[src/rtl/prep_divisor.sv]
// Operand preparation stage for a pipelined signed divider.
// Produces magnitudes, negated divisor and a delayed sign/div0 tag.
module prep_divisor #(
    parameter int tamanyo = 32,
    parameter int ETAPAS  = 32
) (
    input  logic                          CLK,
    input  logic                          RSTa,
    input  logic                          Start,
    input  logic [tamanyo-1:0]            Num,
    input  logic [tamanyo-1:0]            Den,
    output logic [tamanyo-1:0]            Q,
    output logic [tamanyo-1:0]            Num_c2s,
    output logic [tamanyo-1:0]            Den_abs,
    output logic [tamanyo-1:0]            Den_c2s,
    output logic                          Start_out,
    output logic                          Tag_valid,
    output logic                          Sign_Q,
    output logic                          Sign_R,
    output logic                          Div0,
    output logic [$clog2(ETAPAS+2)-1:0]   En_vuelo,
    output logic                          Busy
);

    localparam int CW = $clog2(ETAPAS + 2);
    localparam logic [tamanyo-1:0] ONE = tamanyo'(1);
    localparam logic [CW-1:0] CNT_ONE = CW'(1);

    typedef struct packed {
        logic v;
        logic sq;
        logic sr;
        logic d0;
    } tag_t;

    logic [tamanyo-1:0] num_mag;
    logic [tamanyo-1:0] den_mag;
    logic [tamanyo-1:0] den_neg;
    tag_t               tag_in;
    tag_t               head;
    tag_t               line [ETAPAS];

    // Magnitudes and tag of the operands currently on the inputs
    always_comb begin
        num_mag = Num[tamanyo-1] ? (~Num + ONE) : Num;
        den_mag = Den[tamanyo-1] ? (~Den + ONE) : Den;
        den_neg = ~den_mag + ONE;
        tag_in  = '0;
        if (Start) begin
            tag_in.v  = 1'b1;
            tag_in.sq = Num[tamanyo-1] ^ Den[tamanyo-1];
            tag_in.sr = Num[tamanyo-1];
            tag_in.d0 = (Den == '0);
        end
    end

    assign head = line[ETAPAS-1];

    // Operand registers load on an accepted operation, hold otherwise
    always_ff @(posedge CLK or negedge RSTa) begin
        if (!RSTa) begin
            Q       <= '0;
            Num_c2s <= '0;
            Den_abs <= '0;
            Den_c2s <= '0;
        end else if (Start) begin
            Q       <= '0;
            Num_c2s <= num_mag;
            Den_abs <= den_mag;
            Den_c2s <= den_neg;
        end
    end

    // First-stage start is the strobe delayed by one cycle
    always_ff @(posedge CLK or negedge RSTa) begin
        if (!RSTa) begin
            Start_out <= 1'b0;
        end else begin
            Start_out <= Start;
        end
    end

    // Tag shift line tracking the operation through the downstream stages
    always_ff @(posedge CLK or negedge RSTa) begin
        if (!RSTa) begin
            for (int i = 0; i < ETAPAS; i++) begin
                line[i] <= '0;
            end
        end else begin
            line[0] <= tag_in;
            for (int i = 1; i < ETAPAS; i++) begin
                line[i] <= line[i-1];
            end
        end
    end

    // Tag presentation register; fields forced low without a valid head
    always_ff @(posedge CLK or negedge RSTa) begin
        if (!RSTa) begin
            Tag_valid <= 1'b0;
            Sign_Q    <= 1'b0;
            Sign_R    <= 1'b0;
            Div0      <= 1'b0;
        end else begin
            Tag_valid <= head.v;
            Sign_Q    <= head.v & head.sq;
            Sign_R    <= head.v & head.sr;
            Div0      <= head.v & head.d0;
        end
    end

    // In-flight counter: accepted operations whose tag is not yet consumed
    always_ff @(posedge CLK or negedge RSTa) begin
        if (!RSTa) begin
            En_vuelo <= '0;
        end else begin
            unique case ({Start, Tag_valid})
                2'b10:   En_vuelo <= En_vuelo + CNT_ONE;
                2'b01:   En_vuelo <= En_vuelo - CNT_ONE;
                default: En_vuelo <= En_vuelo;
            endcase
        end
    end

    assign Busy = (En_vuelo != '0);

endmodule

[config.mk]
export PLATFORM = sky130hd
export DESIGN_NAME = prep_divisor
export DESIGN_NICKNAME = d
export VERILOG_FILES = /design/src/rtl/prep_divisor.sv
export SDC_FILE = /design/constraint.sdc
export NUM_CORES = 1
export LEC_CHECK = 0
export ABC_AREA = 1
export BUFFER_PORTS_ARGS = -buffer_cell sky130_fd_sc_hd__buf_2
export CAP_MARGIN = 10
export CORE_UTILIZATION = 50
export CTS_BUF_LIST = sky130_fd_sc_hd__clkbuf_8 sky130_fd_sc_hd__clkbuf_16
export DETAILED_ROUTE_END_ITERATION = 8
export PLACE_DENSITY = 0.89
export SKIP_CTS_REPAIR_TIMING = 1
export SLEW_MARGIN = 40
export SYNTH_ARGS = -nofsm -noshare
export SYNTH_HDL_FRONTEND = slang
export SYNTH_SLANG_ARGS = --single-unit
[constraint.sdc]
create_clock -name CLK -period 2 [get_ports CLK]
set_input_delay 0.4 -clock CLK [delete_from_list [all_inputs] [get_ports CLK]]
set_output_delay 0.4 -clock CLK [all_outputs]
set_load 0.01 [all_outputs]
==> out/qor.txt <==
Mapped Cells: 1124
Footprint of the multi-input gates: 3894 µm²
Slew headroom: 0.5146
Pre-CTS setup slack: -0.4856 ns
Final Hold Fails: 0
Final WL: 25850 µm
Area of the die: 21010 µm²
Clock Tree Root: clkbuf_16
Post-layout util: 0.6744
Critical Path Fanout Max: 4
Max Buffers Root-to-Sink: 3
Setup WS post-layout: -0.04273 ns
# DRC: 0
Data required, critical path: 1.60 ns
Fillers: 1475
Die H: 145.0 µm
Vias in the first global route: 8756
Post-synthesis sequential area ratio: 0.5707
Worst Skew: 0.004713 ns
Starting Density: 0.5182
Final setup vio count: 1
Max incr delay on CP: 0.44 ns
Num CTS Buffers: 25
Kind of critical path: flip-flop to output port
H-tree depth: 1
Yosys reg bits: 233
Hold crit path type: primary input to flip-flop
GP Congestion: 0.9156
TritonCTS clock tree: done
Avg Synthesized Cell Area: 9.090 µm²
Pint: 9.055 mW
Max Cap Viol: 0
Gate power share: 0.162
Via count: 8750
Area Growth Syn to Fin: 30.15%
First-pass GRT wire length: 42050 µm
Clock network fraction of total power: 0.405
Failing checks: setup timing
GRT overflow: 0
Fin crit share: 1.021
Peak VDD IR: 0.6313 mV
Crit-path cells: nor4_1 -> nand3_1 -> buf_2
Static Leak: 6.991 nW
Diodes inserted: 0
Worst-margin pin slew: 0.7281 ns
Sw power: 3.293 mW
WL/cell: 15.13 µm
Power share of the sequential group: 0.433
Tot GR Track Use: 0.2486
FP Rows: 51
Share of cells above drive strength 1: 0.3001
Status: finished, violations left
Post-DP HPWL: 18080 µm
Pin count of the biggest net entering global routing: 87
Worst Setup Start Kind: flip-flop
Warnings, synthesis: 0
Post-route ant nets: 0
RSZ-0062 raised after global routing: yes
Arrival time worst endpoint: 1.64 ns
Reg-to-reg slack, setup: 0.10 ns
Top Ports: 207
Power per cell area: 928.6 nW/µm²
Sequential cell area: 5831 µm²
Final-report max-slew violation count: 0
Post-layout net count: 1500
Pre-antenna DRT Iters: 6
FMAX: 489.5 MHz
Synth Cell Area: 10220 µm²
Area leader, netlist: dfrtp_1
Initial antenna violation count: 0
Min Tclk post-route: 2.043 ns
Drt via density: 5.123
Initial DRC count: 649
Core Region: 19720 µm²
CP Capture Type: output port
CP max-delay cell: dfrtp_1
Clk_lat worst skew: 0.52 ns
Top cell type's share of synthesized area: 0.5707
Port Buffer Count: 174
Clock transition at path regs: 0.06 ns
Die width: 145.0 µm
Synth area leaders: dfrtp_1, nand2_1, nand3_1
CTS Sinks: 233
Netlist cell types: 41
Sw frac: 0.2667
## synth_stat cells, drive strengths merged
cell      n
or2       2
dfrtp   233
nor3      8
conb      1
a31oi     4
o31ai     3
nand4    20
inv     103
ha        8
nand2   307
nand3b   10
o211ai   11
and2      2
a21oi     4
o21a      4
xnor2     7
buf      41
o311ai    1
fa        1
nor4      2
nand3    95
clkbuf   23
o21ai    67
nor2    143
a21o      1
xor2     23
## final timing paths
| kind | to | start | cells after the start |
|---|---|---|---|
| max in group asynchronous | Den_abs[21] | RSTa | 3 |
| min | Num_c2s[29] | Num[29] | 3 |
| min in group asynchronous | Num_c2s[15] | RSTa | 2 |
| min reg2reg | line[4] | line[8] | 0 |
| max reg2reg | En_vuelo[5] | Tag_valid | 12 |
| max | Busy | En_vuelo[2] | 3 |
## power by group through the flow
stage                     Sequential [mW]  Combinational [mW]  Clock [mW]
final                                5.35                2.00        5.00
after global routing                 5.39                2.22        5.31
after CTS                            5.35                1.97        5.10
after detailed placement             5.42                1.94           0
after global placement               5.40                1.86           0
after floorplan                      5.51               0.914           0
## kinds of logic (layout without fill, tap and decap cells)
group                    after synthesis  in the layout  share of synthesized area
AO/OA/AOI/OAI                         95             95                    0.05205
XOR/XNOR                              30             30                    0.02645
adder cells (fa/ha/maj)                9              9                    0.01176
buffers and inverters                167            455                    0.07654
flip-flops                           233            233                     0.5707
other                                  1             32                  0.0003670
AND/OR/NAND/NOR                      589            589                     0.2622
## stage by stage
stage	cells	instance area [µm²]	hold slack, ns	power [mW]	TNS [ns]
6_report	1708	13300	0.1870	12.35	-0.04273
3_5_place_dp	1659	12280	0.2486	7.355	-10.40
4_1_cts	1705	13190	-0.3084	12.42	-0.01232
5_1_grt	1708	13300	0.1866	12.91	-0.1081
2_1_floorplan	1155	10470	0.1044	6.420	-2.278
3_3_place_gp	1659	12280	0.2460	7.260	-7.287
## critical path, delay by kind of cell, from the launching register on
kind | cells | cell delay [ns]
buffers and inverters | 1 | 0.16
and+or+nand+nor | 2 | 0.52
DFF | 1 | 0.44
## state kept, by name, summed over array words and instances (netlist names), 4 cells and up
register and flops:
line 123, Den_c2s 31, En_vuelo 6, Num_c2s 32
Den_abs 32, head 4
## layout by cell type (no fill, tap or decap), drive strengths merged, types with 8 or more instances in the layout
| cell | n |
|---|---|
| buf | 305 |
| dfrtp | 233 |
| nand3b | 10 |
| conb | 32 |
| nand3 | 95 |
| nor3 | 8 |
| ha | 8 |
| inv | 109 |
| xor2 | 23 |
| clkbuf | 27 |
| nand4 | 20 |
| o211ai | 11 |
| nand2 | 307 |
| nor2 | 143 |
| o21ai | 67 |
## cell type report
type,count,share of cell area
tap,265,0.02493
multi-input combinational,755,0.2928
clock inverter,19,0.01948
timing repair buffer,306,0.1457
inverter,103,0.02954
sequential,233,0.4385
clock buffer,27,0.04912
## per-layer routing
metal	GRT usage	wire length [µm]	vias up
li1	-	-	4115
met1	0.3159	10420	4141
met2	0.4226	12790	400
met3	0.03459	1565	94
met4	0.1128	1065	0
met5	0	0	-
Power figures use the tool's default switching activity.
